### src/rtl/pc_next_unit.sv
// pc_next_unit
//   Next-address stage feeding the program counter's parallel load input.
//   Selects, in priority order, stall / return / call / jump / branch /
//   sequential increment, and keeps a small return-address stack (RAS)
//   for call/return with sticky overflow/underflow flags.
//
// Ports
//   clock_reg      : clock, state updates on rising edge
//   reset          : asynchronous, active-low clear of all state
//   pc             : current program counter value
//   stall          : hold pc, no stack change
//   branch_taken   : relative branch, target = pc + 1 + branch_offset
//   branch_offset  : two's-complement branch offset
//   jump           : absolute jump to jump_addr
//   call           : push pc + 1, go to jump_addr
//   ret            : pop RAS top into pc_next
//   jump_addr      : absolute target for jump/call
//   clear_err      : synchronous clear of sticky flags
//   pc_next        : combinational next PC
//   ras_count      : valid RAS entries (0..DEPTH)
//   ras_full       : ras_count == DEPTH
//   ras_empty      : ras_count == 0
//   overflow       : sticky, call attempted with RAS full
//   underflow      : sticky, return attempted with RAS empty

module pc_next_unit #(
    parameter int WIDTH = 8,
    parameter int DEPTH = 4,
    parameter int SPW   = 2
) (
    input  logic             clock_reg,
    input  logic             reset,
    input  logic [WIDTH-1:0] pc,
    input  logic             stall,
    input  logic             branch_taken,
    input  logic [WIDTH-1:0] branch_offset,
    input  logic             jump,
    input  logic             call,
    input  logic             ret,
    input  logic [WIDTH-1:0] jump_addr,
    input  logic             clear_err,
    output logic [WIDTH-1:0] pc_next,
    output logic [SPW:0]     ras_count,
    output logic             ras_full,
    output logic             ras_empty,
    output logic             overflow,
    output logic             underflow
);

    logic [WIDTH-1:0] ras_mem [DEPTH];
    logic [SPW:0]     count_q;
    logic             overflow_q;
    logic             underflow_q;

    logic [WIDTH-1:0] inc;
    logic [SPW:0]     top_tmp;
    logic [SPW-1:0]   top_idx;
    logic [SPW-1:0]   push_idx;
    logic             is_empty;
    logic             is_full;

    logic             do_push;
    logic             do_pop;
    logic             set_ovf;
    logic             set_unf;

    assign inc      = pc + WIDTH'(1);
    assign is_empty = (count_q == '0);
    assign is_full  = (count_q == (SPW+1)'(DEPTH));

    // Top entry lives at count-1; only meaningful when non-empty. The next
    // free slot is count itself, which fits in SPW bits whenever not full.
    assign top_tmp  = count_q - (SPW+1)'(1);
    assign top_idx  = top_tmp[SPW-1:0];
    assign push_idx = count_q[SPW-1:0];

    always_comb begin
        pc_next = inc;
        do_push = 1'b0;
        do_pop  = 1'b0;
        set_ovf = 1'b0;
        set_unf = 1'b0;
        if (stall) begin
            pc_next = pc;
        end else if (ret) begin
            if (is_empty) begin
                pc_next = inc;
                set_unf = 1'b1;
            end else begin
                pc_next = ras_mem[top_idx];
                do_pop  = 1'b1;
            end
        end else if (call) begin
            pc_next = jump_addr;
            if (is_full) begin
                set_ovf = 1'b1;
            end else begin
                do_push = 1'b1;
            end
        end else if (jump) begin
            pc_next = jump_addr;
        end else if (branch_taken) begin
            pc_next = inc + branch_offset;
        end
    end

    always_ff @(posedge clock_reg or negedge reset) begin
        if (!reset) begin
            count_q     <= '0;
            overflow_q  <= 1'b0;
            underflow_q <= 1'b0;
            for (int i = 0; i < DEPTH; i++) begin
                ras_mem[i] <= '0;
            end
        end else begin
            if (do_push) begin
                ras_mem[push_idx] <= inc;
                count_q           <= count_q + (SPW+1)'(1);
            end else if (do_pop) begin
                count_q <= top_tmp;
            end
            // A new error in the same cycle as clear_err keeps the flag set.
            overflow_q  <= set_ovf | (overflow_q  & ~clear_err);
            underflow_q <= set_unf | (underflow_q & ~clear_err);
        end
    end

    assign ras_count = count_q;
    assign ras_full  = is_full;
    assign ras_empty = is_empty;
    assign overflow  = overflow_q;
    assign underflow = underflow_q;

endmodule

### config.mk
export PLATFORM = sky130hd
export DESIGN_NAME = pc_next_unit
export DESIGN_NICKNAME = d
export VERILOG_FILES = /design/src/rtl/pc_next_unit.sv
export SDC_FILE = /design/constraint.sdc
export NUM_CORES = 1
export LEC_CHECK = 0
export ABC_CLOCK_PERIOD_IN_PS = 4220
export CAP_MARGIN = 10
export CORE_MARGIN = 2
export CORE_UTILIZATION = 50
export CTS_BUF_LIST = sky130_fd_sc_hd__clkbuf_8
export DETAILED_ROUTE_END_ITERATION = 8
export PLACE_DENSITY_LB_ADDON = 0.1
export REMOVE_ABC_BUFFERS = 1
export SLEW_MARGIN = 20
export SYNTH_ARGS = -nofsm -noshare
export SYNTH_HDL_FRONTEND = slang
export SYNTH_SLANG_ARGS = --single-unit
### constraint.sdc
create_clock -name clock_reg -period 4.22 [get_ports clock_reg]
set_input_delay 0.633 -clock clock_reg [delete_from_list [all_inputs] [get_ports clock_reg]]
set_output_delay 0.633 -clock clock_reg [all_outputs]
set_load 0.05 [all_outputs]
== Yosys cells after proc, flatten, opt, wreduce, memory -nomap -nowiden ==
Index checks and enable logic that the tools add are counted.

* Bits in registers: 37
* Input bits: 32

* Reductions and logical operators: 3
* Equality and inequality tests: 1
* Add/sub/neg operators: 4
* Order comparisons: 3
* Bitwise gates (word level): 7
* Muxes and demuxes: 28

{| class="wikitable"
|+ Operator list
! cell !! number
|-
| 2-to-1 mux 8 bit || 9
|-
| bitwise mux 32 bit || 1
|-
| binary-select mux 8 bit (select 2 bit) || 1
|-
| demux 8 bit (select 2 bit) || 1
|-
| 2-to-1 mux 1 bit || 14
|-
| adder 8 x 1 -> 8 bit (second input constant) || 1
|-
| adder 8 bit || 1
|-
| greater-or-equal comparator 3 bit (second input constant) || 2
|-
| 2-to-1 mux 3 bit || 2
|-
| inverter 2 -> 3 bit || 2
|-
| adder 3 x 1 -> 3 bit (second input constant) || 1
|-
| equality test 3 bit (second input constant) || 1
|-
| logical NOT 3 bit || 1
|-
| less-than comparator 3 x 1 -> 1 bit (second input constant) || 1
|-
| subtractor 3 x 1 -> 3 bit (second input constant) || 1
|-
| bitwise AND 1 bit || 2
|-
| bitwise OR 1 bit || 2
|-
| nonzero test 2 bit || 1
|-
| logical AND 1 bit || 1
|-
| inverter 1 bit || 1
|}

== Longest topological paths before layout ==
Gate-level depths: netlist (run 1).

* Depth after elaboration: 8
* Depth in mapped cells: 11
* Mapped depth without buffers: 11

== Least setup slack after synthesis (run 1) ==
OpenSTA, ideal clock, no wires.

* Kind: input to output
* Start: in pc[0]
* End: out pc_next[7]
* Cell stages on the path: 10
* Arrival: 3,318 ps
* Slack: 269 ps
* Required time: 3,587 ps
* Cells stage by stage: ha_1 > nand3_1 > nor2_1 > xnor2_1 > inv_1 > ha_1 > a211o_1 > a2111oi_0 > a211oi_1 > o211ai_1

* Word-level cells in the longest chain between the ends: 7
* Elaborated cells between the ends (all ways): 8
* Classes of those cells: add/sub (2); mux (6)

{| class="wikitable"
|+ RTL lines
! what !! line !! source
|-
| start: declaration || 33 || <nowiki>input logic [WIDTH-1:0] pc,</nowiki>
|-
| adder 8 x 1 -> 8 bit || 67 || <nowiki>assign inc = pc + WIDTH'(1);</nowiki>
|-
| via inc[6] || 55 || <nowiki>logic [WIDTH-1:0] inc;</nowiki>
|-
| adder 8 bit || 103 || <nowiki>pc_next = inc + branch_offset;</nowiki>
|-
| 2-to-1 mux 8 bit || 102 || <nowiki>end else if (branch_taken) begin</nowiki>
|-
| 2-to-1 mux 8 bit || 100 || <nowiki>end else if (jump) begin</nowiki>
|-
| 2-to-1 mux 8 bit || 93 || <nowiki>end else if (call) begin</nowiki>
|-
| 2-to-1 mux 8 bit || 85 || <nowiki>end else if (ret) begin</nowiki>
|-
| 2-to-1 mux 8 bit || 83 || <nowiki>if (stall) begin</nowiki>
|-
| end: declaration || 42 || <nowiki>output logic [WIDTH-1:0] pc_next,</nowiki>
|}

The timed path passes the listed nets, and every way through them passes these cells.

== Worst setup path in the final report (run 1) ==
* Start: in pc[3]
* End: out pc_next[7]

Same word-level chain as after synthesis.

==> run metrics, run 1 <==
register area share after synthesis=36.4%; die area=0.00568 sq mm; clock-pin slew on the worst setup and hold paths=0.07 ns; Startpoint Class=input pin; DR pass1 iterations=5; crit path DAT=3.39 ns; TritonCTS Buffers=5; htree depth=2; placer congestion estimate=0.812; Setup crit start=pc[3]; Placed Cells=400; Met1 Wirelength=3.09 mm; routed len/inst=16.7 um; clock skew=0.00832 ns; P per Cell Area=559 mW/mm^2; port bufs=46; FF/Latch Area=926 sq um; core area=0.00482 sq mm; WP data required=3.59 ns; Final Util=70.3%; die height=75.4 um; Antenna Cells=0; DR WL met2=3.24 mm; CTS tree=yes; WL final=6.84 mm; maximum fanout along the worst path=5; class of the tightest hold or removal check=flip-flop to flip-flop; I/O Pins=47; Iter 0 DRT Violations=220; hold_buf cts=0; filler cell count=407; RSZ-0062 raised after global routing=false; initial antenna violation count=0; width of the die=75.4 um; initial core utilization=52.9%; Mapped Area=0.00255 sq mm; Clock Path Buffers=2; fin cells=409; share of cells above drive strength 1=14.3%; Synth top area share=36.4%; Hold WS=0.477 ns; Max Freq=248 MHz; final setup TNS=0 ns; via count=2,382; grt total ovfl=0; Synth warnings=0; VDD IR max=0.355 mV; area grow syn2layout=32.9%; max-slew violations=0; commonest non-fill, non-tap cells in the layout=nand2_1, o21ai_0, dfrtp_1, clkdlybuf4s50_1, buf_4; FP Rows=25; top layer in use=met4; DR WL met3=421 um; type of destination of the critical path=output port; Sink Count=37; vias in the first global route=2,130; Rel. slew slack=59.9%; Main synth FF type=dfrtp_1; Synth cell types=47; largest net degree at the start of global routing=38; Max Cap Violations=0; Post-synth ARST share=100%; GRT Total Usage=24.8%; synth top area cells=dfrtp_1, o21ai_0, nand2_1; Fin. Hold Viols=0; Power Total=1.89 mW; routed vias/inst=5.82; Multi-input gate area=0.00154 sq mm; post-route ant nets=0; NumNets Final=388; Post-synth EDFFs=0; commonest non-fill, non-tap cell in the layout=nand2_1; crit path kind=input pin to output port; period utilization=95.4%; # setup viols final=0; Syn Area/Cell=8.97 sq um; drc violations=0; first-pass GRT wire length=10.3 mm; HPWL after detailed placement=5.01 mm; Tmin final=4.03 ns; outcome=completed; hold_sp=ras_mem[0]$_DFFE_PN0P_; cell accounting for the most synthesized area=dfrtp_1; CTS root buf=clkbuf_8; Worst-Margin Slew=0.600 ns; Post-Syn Instances=284; worst r2r src=ras_count[1]$_DFFE_PN0P_; Synth Register Bits=37; clock latency on the worst-skew pair=0.29 ns; LEAKAGE=1.55 nW
worst max-delay path, stage by stage:
cell             delay [ns]
clkdlybuf4s50_1        0.51
buf_4                  0.15
nand3_2                0.12
xor2_2                 0.17
inv_1                  0.08
ha_1                   0.25
a211o_1                0.36
a2111oi_4              0.34
a211oi_2               0.09
a311oi_1               0.25
o211ai_1               0.13
bufbuf_16              0.30
cells in the mapped netlist, types with 2 or more instances:
cell,n
a21oi_1,13
xor2_1,3
nor2b_1,2
o21a_1,3
nor2_1,10
a211oi_1,4
and3_1,3
o21ai_0,47
a21o_1,3
a22oi_1,2
inv_1,17
nand2_1,50
mux2i_1,3
nor3b_1,2
mux2_2,4
mux4_1,7
a221o_1,2
o2111ai_1,2
ha_1,14
clkbuf_1,8
buf_2,4
nand3_1,11
a211o_1,3
o211ai_1,5
dfrtp_1,37
xnor2_1,4
logic make-up after synthesis:
family | count (synthesis) | synth area share (%)
multiplexers | 15 | 11.1
buffers and inverters | 31 | 5.11
AND/OR/NAND/NOR | 87 | 15.5
XOR/XNOR | 7 | 2.41
flip-flops | 37 | 36.4
adder cells (fa/ha/maj) | 15 | 7.67
AO/OA/AOI/OAI | 92 | 21.9
metal layers:
layer,GRT usage [%],up-vias
li1,-,1144
met2,40.4,83
met4,4.87,0
met5,0,-
met3,6.48,14
met1,33.8,1141
sequential cells by signal (all words and copies together), names as in the netlist:
signal / flops
overflow: 1
ras_count: 3
underflow: 1
ras_mem: 32
through the flow:
step | setup WS, ns | cell area [sq um]
4_1_cts | 0.0243 | 3320
6_report | 0.194 | 3380
3_3_place_gp | 0.0430 | 3210
5_1_grt | 0.00280 | 3380
3_5_place_dp | -0.0326 | 3210
2_1_floorplan | 0.186 | 2480
report_power, final:
group	internal, mW	switching, mW	total [mW]
Sequential	0.506	0.0781	0.584
Combinational	0.467	0.569	1.04
Clock	0.148	0.125	0.273
Total	1.12	0.773	1.89
final timing paths:
kind | to | slack, ns | depth (start not counted)
setup / recovery | pc_next[7] | 0.19 | 12
hold / removal | ras_mem[0]$_DFFE_PN0P_ | 0.48 | 2
setup reg to reg | ras_mem[25]$_DFFE_PN0P_ | 1.96 | 6
hold reg to reg | ras_mem[0]$_DFFE_PN0P_ | 0.48 | 2
max in group asynchronous | ras_mem[8]$_DFFE_PN0P_ | 3.12 | 2
min in group asynchronous | ras_count[1]$_DFFE_PN0P_ | 0.76 | 2
timing repair:
| action | 4_1_cts | 5_1_grt |
|---|---|---|
| pin swaps | 2 | 5 |
| gates resized for setup | 2 | 11 |
| setup buffers | 0 | 1 |
| setup endpoints to repair | 1 | 1 |
area by class of cell:
cell class | count | share of cell area (%)
Inverter | 17 | 1.89
Tap cell | 67 | 2.48
Timing Repair Buffer | 64 | 19.9
Multi-Input combinational cell | 216 | 45.4
Clock inverter | 1 | 0.148
Clock buffer | 7 | 2.85
Sequential cell | 37 | 27.4
Note: power is estimated with default switching activity, not from simulation.
==> run 2: changes to the inputs <==
--- a/config.mk
+++ b/config.mk
@@ -9,10 +9,9 @@
 export CAP_MARGIN = 10
 export CORE_MARGIN = 2
 export CORE_UTILIZATION = 50
-export CTS_BUF_LIST = sky130_fd_sc_hd__clkbuf_8
+export CTS_BUF_LIST = sky130_fd_sc_hd__clkbuf_4
 export DETAILED_ROUTE_END_ITERATION = 8
 export PLACE_DENSITY_LB_ADDON = 0.1
-export REMOVE_ABC_BUFFERS = 1
 export SLEW_MARGIN = 20
 export SYNTH_ARGS = -nofsm -noshare
 export SYNTH_HDL_FRONTEND = slang
==> run metrics, run 2 (synthesis results as in run 1) <==
outcome=completed; FP Rows=25; largest net degree at the start of global routing=38; type of destination of the critical path=output port; htree depth=2; slowest stage cell, crit path=clkdlybuf4s50_1; core area=0.00482 sq mm; syn_nets=331; via count=2,292; HPWL after detailed placement=4.79 mm; P per Cell Area=542 mW/mm^2; die height=75.4 um; final setup TNS=0 ns; Power Total=1.81 mW; placer congestion estimate=0.902; area grow syn2layout=31.4%; Slowest Stage Delay on Critical Path=0.53 ns; # setup viols final=0; Sink Count=37; R2R Setup Slk=1.79 ns; CTS tree=yes; routed len/inst=15.6 um; commonest non-fill, non-tap cells in the layout=nand2_1, o21ai_0, clkdlybuf4s50_1, dfrtp_1, buf_4; WL final=6.35 mm; Rel. slew slack=61.3%; vias in the first global route=2,155; initial core utilization=52.9%; hold_sp=ras_mem[3]$_DFFE_PN0P_; crit path kind=input pin to output port; period utilization=97.6%; class of the tightest hold or removal check=flip-flop to flip-flop; Max Cap Violations=0; Iter 0 DRT Violations=88; clock-pin slew on the worst setup and hold paths=0.12 ns; Worst R2R End=ras_mem[25]$_DFFE_PN0P_; Worst Hold Endpoint=ras_mem[3]$_DFFE_PN0P_; LEAKAGE=1.49 nW; hold path depth=2; die area=0.00568 sq mm; Antenna Cells=0; worst-path cell chain=clkdlybuf4s50_1, ha_2, nand3_2, nor2_2, xnor2_1, inv_1, ha_1, a211o_1, a2111oi_4, a211oi_2, a311oi_1, o211ai_1, buf_12; Largest register FFs=32; worst r2r src=ras_count[1]$_DFFE_PN0P_; Startpoint Class=input pin; Worst-Margin Slew=0.578 ns; DR pass1 iterations=5; CTS root buf=clkbuf_4; width of the die=75.4 um; Tmin final=4.12 ns; NumNets Final=387; Max Freq=243 MHz; Top reg by flops=ras_mem; Fin. Hold Viols=0; clock latency on the worst-skew pair=0.35 ns; post-route ant nets=0; share of cells above drive strength 1=14.7%; grt total ovfl=0; WP data required=3.59 ns; TritonCTS Buffers=5; I/O Pins=47; initial antenna violation count=0; crit path DAT=3.48 ns; port bufs=46; commonest non-fill, non-tap cell in the layout=nand2_1; first-pass GRT wire length=10.2 mm; GRT Total Usage=24.1%; drc violations=0; Clock Path Buffers=2; max-slew violations=0; VDD IR max=0.326 mV; reg2reg path depth=6; routed vias/inst=5.62; clock skew=0.0205 ns; maximum fanout along the worst path=3
==> run 2: cell types whose count changed in the layout (fill, tap and decap cells not counted), sizes merged <==
cell,change
clkbuf,-2
bufinv,+1
clkdlybuf4s50,+3
clkinvlp,+1
dlymetal6s2s,-3
bufbuf,-1
==> run 2: worst max path at each step <==
stage	start	to	slack [ns]	cells after the start
floorplan	pc[0]	pc_next[7]	0.27	10
global placement	pc[0]	pc_next[7]	0.08	13
detailed placement	pc[0]	pc_next[7]	0.01	13
CTS	pc[0]	pc_next[7]	0.02	13
global route	pc[0]	pc_next[7]	-0.03	13
finish	pc[0]	pc_next[7]	0.10	13
==> run 2: worst max-delay path: cells and delay by family <==
| kind | cells | cell delay [ns] |
|---|---|---|
| AND/OR/NAND/NOR | 2 | 0.21 |
| buffers and inverters | 3 | 0.78 |
| AO/OA/AOI/OAI | 5 | 1.20 |
| adder cells (fa/ha/maj) | 2 | 0.51 |
| XOR/XNOR | 1 | 0.15 |
==> run 2: final cells by class <==
type / instances / area [sq um]
clock buffers: 5 / 37.5
clock inverters: 3 / 46.3
fillers: 397 / 1470
inverters: 17 / 63.8
multi-input cells: 216 / 1540
flip-flops and latches: 37 / 926
well taps: 67 / 83.8
repair buffers: 63 / 646
==> run 2: where the power goes <==
part | internal (mW) | switching (mW)
combinational | 0.442 | 0.539
clock | 0.125 | 0.127
sequential | 0.505 | 0.0766
total | 1.07 | 0.743
==> run 2: repair_timing <==
item	in CTS	in global routing
endpoints found under the hold margin	0	0
endpoints found under the setup margin	0	1
setup buffers	0	1
hold buffers	0	0
gates resized for setup	0	11
==> run 2: layer usage <==
| layer | track usage, % | share of wire [%] | wire (um) |
|---|---|---|---|
| met1 | 33.5 | 46 | 2910 |
| met2 | 39.5 | 47 | 3010 |
| met3 | 3.44 | 5.6 | 353 |
| met4 | 7.60 | 1.1 | 70 |
| met5 | 0 | 0 | 0 |
==> run 2: metrics by stage <==
step	hold WS (ns)	cell area, sq um	utilization [%]	instances	setup slack (ns)
after global routing	0.516	3350	69.5	408	-0.0281
after CTS	0.493	3290	68.2	407	0.0164
after global placement	0.454	3200	66.5	399	0.0830
after floorplan	0.337	2550	-	284	0.269
final	0.488	3350	69.5	408	0.102
after detailed placement	0.465	3200	66.5	399	0.00955
==> patch 1: new RTL, flow settings as in run 2 <==
Set the parameter `DEPTH` to 2 (it was 4).
--- a/src/rtl/pc_next_unit.sv
+++ b/src/rtl/pc_next_unit.sv
@@ -25,7 +25,7 @@
 
 module pc_next_unit #(
     parameter int WIDTH = 8,
-    parameter int DEPTH = 4,
+    parameter int DEPTH = 2,
     parameter int SPW   = 2
 ) (
     input  logic             clock_reg,
Behaviour: not the same (Yosys sat finds a counterexample within 4 cycles, from zero or initial values and one cycle with reset low).
==> patch 1 against run 2 <==
  * Final area down 21%
  * Synthesized cell count decreased by 23%
  * Sequential cell count down 16
  * Count of clock-buffer cells in the layout fell by 2
  * Wire length is 19% lower
  * Clock power fell by 62%
  * Combinational power shrank 22%
  * Utilization grew 0.97 points
  * Total power fell by 34%
  * Worst setup slack better by 0.14 ns
  * Synthesized area shrank 22%
  * Largest power group unchanged
==> patch 1: results (changes against run 2) <==
Leakage 1.16 nW (-22%); sequential area share after synthesis 26.6% (-9.8 points); H-tree levels 1 (-1); TritonCTS Buffers 3 (-2); peak supply drop 0.339 mV (+4.0%); wire length of the first global-routing pass 8320 µm (-19%); final net count 321 (-17%); CP top delay family buffers and inverters; maximum fanout along the worst path 5 (+2); GR Layer Usage met2 40.1% (+0.61 points); clock slew at reported path FFs 0.11 ns; Fillers 325 (-18%); initial DRC count 157 (+78%); reg-to-reg endpoint underflow; initial antenna violation count 0 (unchanged); flop-to-flop setup slack 2.55 ns (+0.76 ns); syn nets 267 (-19%); max FFs per register 16 (-50%); vias in the first global route 1750 (-19%); first-pass detailed-route iteration total 4 (-1); CORE AREA 3740 µm² (-22%); min-delay src ras_mem[0]; Worst-Skew Late Latency 0.30 ns (-0.05 ns); vias per cell 5.96 (+6.0%); layout cells sized above 1 18.7% (+4.0 points); GRT Total Usage 24.7% (+0.60 points); Hold Crit Depth 1 (-1); M3 GR Usage 4.39% (+0.95 points); top cells by area, synth dfrtp_1 27%, mux2_2 9.7%, ha_1 8.9%; WL final 5140 µm (-19%); placer's final routability congestion estimate 0.911 (+1.1%); hold path endpoint ras_mem[0]; top cells by count, synth 21 x dfrtp_1, 21 x o21ai_0, 20 x nand2_1; Slew headroom 39.1% (-22 points); Final Skew 0.00213 ns (-0.0184 ns); detailed placer's ending HPWL 4070 µm (-15%); outcome finished clean; CP Data Arrival Time 3.35 ns (-0.13 ns); M1 GR Usage 35.3% (+1.8 points)
-- patch 1: stage by stage --
step	worst slack, ns	cells	util (%)	hold slack, ns
2_1_floorplan	0.368	220	-	0.337
5_1_grt	0.0143	321	70.5	0.526
6_report	0.237	321	70.5	0.516
3_3_place_gp	0.169	317	69.7	0.487
4_1_cts	0.128	321	70.5	0.516
3_5_place_dp	0.133	317	69.7	0.490
-- patch 1: metal layers --
| layer | wire [µm] | up-vias |
|---|---|---|
| met1 | 2320 | 874 |
| li1 | - | 939 |
| met2 | 2360 | 91 |
| met3 | 438 | 8 |
| met4 | 30 | 0 |
| met5 | 0 | - |
-- patch 1: cell families after synthesis --
kind of cell    share of synthesized area (%)
simple gates                             18.8
compound gates                           22.5
mux                                      14.2
fa+ha+maj                                9.87
flops                                    26.6
xor+xnor                                 3.48
buf+inv                                  4.55
-- patch 1: how the worst max path moves through the flow --
stage | slack, ns | to | start
floorplan | 0.37 | pc_next[5] | pc[0]
global placement | 0.17 | pc_next[5] | pc[0]
detailed placement | 0.13 | pc_next[5] | pc[0]
CTS | 0.13 | pc_next[5] | pc[0]
global route | 0.01 | pc_next[5] | pc[0]
finish | 0.24 | pc_next[6] | pc[0]
-- patch 1: where the power goes --
group | total, mW | switching, mW | leakage [nW] | internal, mW
Combinational | 0.764 | 0.420 | 0.883 | 0.345
Clock | 0.0963 | 0.0609 | 0.0177 | 0.0354
Sequential | 0.339 | 0.0477 | 0.263 | 0.291
Total | 1.20 | 0.528 | 1.16 | 0.671
-- patch 1: area by class of cell --
cell class	instances	area, µm²	area share [%]
timing repair buffer	57	613	23.2
clock inverter	1	5.00	0.190
inverter	13	48.8	1.85
clock buffer	3	22.5	0.854
tap	48	60.1	2.28
multi-input combinational	178	1360	51.7
sequential	21	526	19.9
==> patch 2: new RTL, flow settings as in run 2 <==
Made on the original files. Make the reset (`reset`) synchronous in one clocked block. Comments in the files are not updated.
--- a/src/rtl/pc_next_unit.sv
+++ b/src/rtl/pc_next_unit.sv
@@ -104,7 +104,7 @@
         end
     end
 
-    always_ff @(posedge clock_reg or negedge reset) begin
+    always_ff @(posedge clock_reg) begin
         if (!reset) begin
             count_q     <= '0;
             overflow_q  <= 1'b0;
Function: differs if reset is asserted again (counterexample within 4 cycles, from zero or initial values and one cycle with reset low); with reset held inactive, the same outputs for 10 cycles.
==> patch 2 against run 2 <==
  * Fmax is 2.8% higher
  * Synthesized area is 0.54% higher
  * Final area is 0.67% lower
  * Worst setup slack better by 0.11 ns
  * Register-to-register slack worse by 0.14 ns
  * Sequential cell count stayed put
  * Cell count is 3.7% lower
  * Wire length is 2.7% higher
  * Critical endpoint unchanged
  * Highest routed layer unchanged
Power is not compared: it rests on default switching activity, and its combinational part moved more than twofold at a synthesized area within 25%.
==> patch 2: results (changes against run 2) <==
outcome finished clean; initial DRC count 200 (+130%); wire length of the first global-routing pass 10100 µm (-1.2%); Final Skew 0.0146 ns (-0.00589 ns); WL final 6520 µm (+2.7%); placer's final routability congestion estimate 0.896 (-0.67%); min-delay src overflow; instance count of the mapped netlist 263 (-7.4%); largest net degree at the start of global routing 17 (-55%); pre-CTS setup slack 0.0896 ns (+0.0801 ns); final hold slack 0.493 ns (+0.00497 ns); final net count 367 (-5.2%); Worst-Skew Late Latency 0.37 ns (+0.02 ns); vias in the first global route 2047 (-5.0%); Netlist cell types 51 (+8.5%); number of synthesized flops with an enable pin 32 (+32); sequential area share after synthesis 41.4% (+5.1 points); layout cells sized above 1 14.2% (-0.42 points); maximum fanout along the worst path 6 (+3); post-DR wirelength/cell 16.6 µm (+6.6%); Slew headroom 61.5% (+0.16 points); first-pass detailed-route iteration total 4 (-1); reg2reg start ras_count[0]; syn nets 308 (-6.9%); dpl cells 385 (-3.5%); reg-to-reg endpoint ras_mem[0][1]; largest stage delay on the critical path 0.48 ns (-0.05 ns); FF-to-FF path depth 7 (+1); via count 2202 (-3.9%); Fillers 421 (+6.0%); top cells by area, synth edfxtp_1 38%, nor2_1 6.6%, ha_1 5.9%; detailed placer's ending HPWL 4930 µm (+2.9%)
## patch 2: changes by cell type after synthesis, moves of 4 or more
cell      before  now
nand2b_1       1    5
dfxtp_1        0    5
mux2_2         4    0
edfxtp_1       0   32
nand3_1       11    5
dfrtp_1       37    0
o21ai_1        0    6
o21ai_0       47   18
nor3_1         0    9
clkbuf_1       8    3
nor2_1        10   45
nand2_1       50   22
## patch 2: routing by layer
| metal | part of all wire [%] | up-vias | wire length, µm | GRT usage (%) |
|---|---|---|---|---|
| met5 | 0 | - | 0 | 0 |
| met4 | 1.3 | 0 | 88 | 5.26 |
| met3 | 5.1 | 15 | 331 | 5.42 |
| met2 | 50 | 65 | 3230 | 40.3 |
| met1 | 44 | 1038 | 2870 | 32.6 |
| li1 | - | 1084 | - | - |
## patch 2: tightest hold or removal path, stage by stage (launching register included)
cell and delay [ns]:
dfxtp_1 0.33, nand2b_1 0.06, a21boi_0 0.07
## patch 2: logic make-up (layout without fill, tap and decap cells)
logic type | count (synthesis) | after routing | synth area share [%]
XOR/XNOR | 9 | 9 | 3.08
adder cells (fa/ha/maj) | 13 | 13 | 6.65
multiplexers | 12 | 12 | 8.70
flip-flops | 37 | 37 | 41.4
AND/OR/NAND/NOR | 103 | 103 | 19.2
buffers and inverters | 26 | 86 | 4.89
AO/OA/AOI/OAI | 63 | 63 | 16.0
## patch 2: how the worst max path moves through the flow
stage	slack (ns)	cells after the start	start	end
final	0.22	13	pc[0]	pc_next[7]
after global routing	0.05	13	pc[0]	pc_next[7]
after CTS	0.08	13	pc[1]	pc_next[7]
after detailed placement	0.09	13	pc[0]	pc_next[7]
after global placement	0.15	13	pc[0]	pc_next[7]
after floorplan	0.27	9	pc[0]	pc_next[5]
## patch 2: report_power, final
group,leakage (nW),internal [mW],switching (mW)
Combinational,0.904,0.163,0.212
Sequential,0.372,0.414,0.00560
Clock,0.0414,0.125,0.131
Total,1.32,0.702,0.349
## patch 2: area by class of cell
class | count | share of cell area, %
multi-input cells | 200 | 41.8
flip-flops and latches | 37 | 31.9
repair buffers | 63 | 19.4
well taps | 70 | 2.63
inverters | 15 | 1.69
clock inverters | 3 | 1.39
clock buffers | 5 | 1.13
## patch 2: through the flow
stage               area [µm²]  utilization, %
floorplan                 2560               -
global placement          3220            64.4
detailed placement        3220            64.4
CTS                       3310            66.0
global route              3320            66.4
finish                    3320            66.4
## patch 2: what timing repair did
item / 4_1_cts / 5_1_grt
resized for setup: 0 / 3
setup endpoints to repair: 0 / 1
setup buffers: 0 / 0
hold buffers: 0 / 0
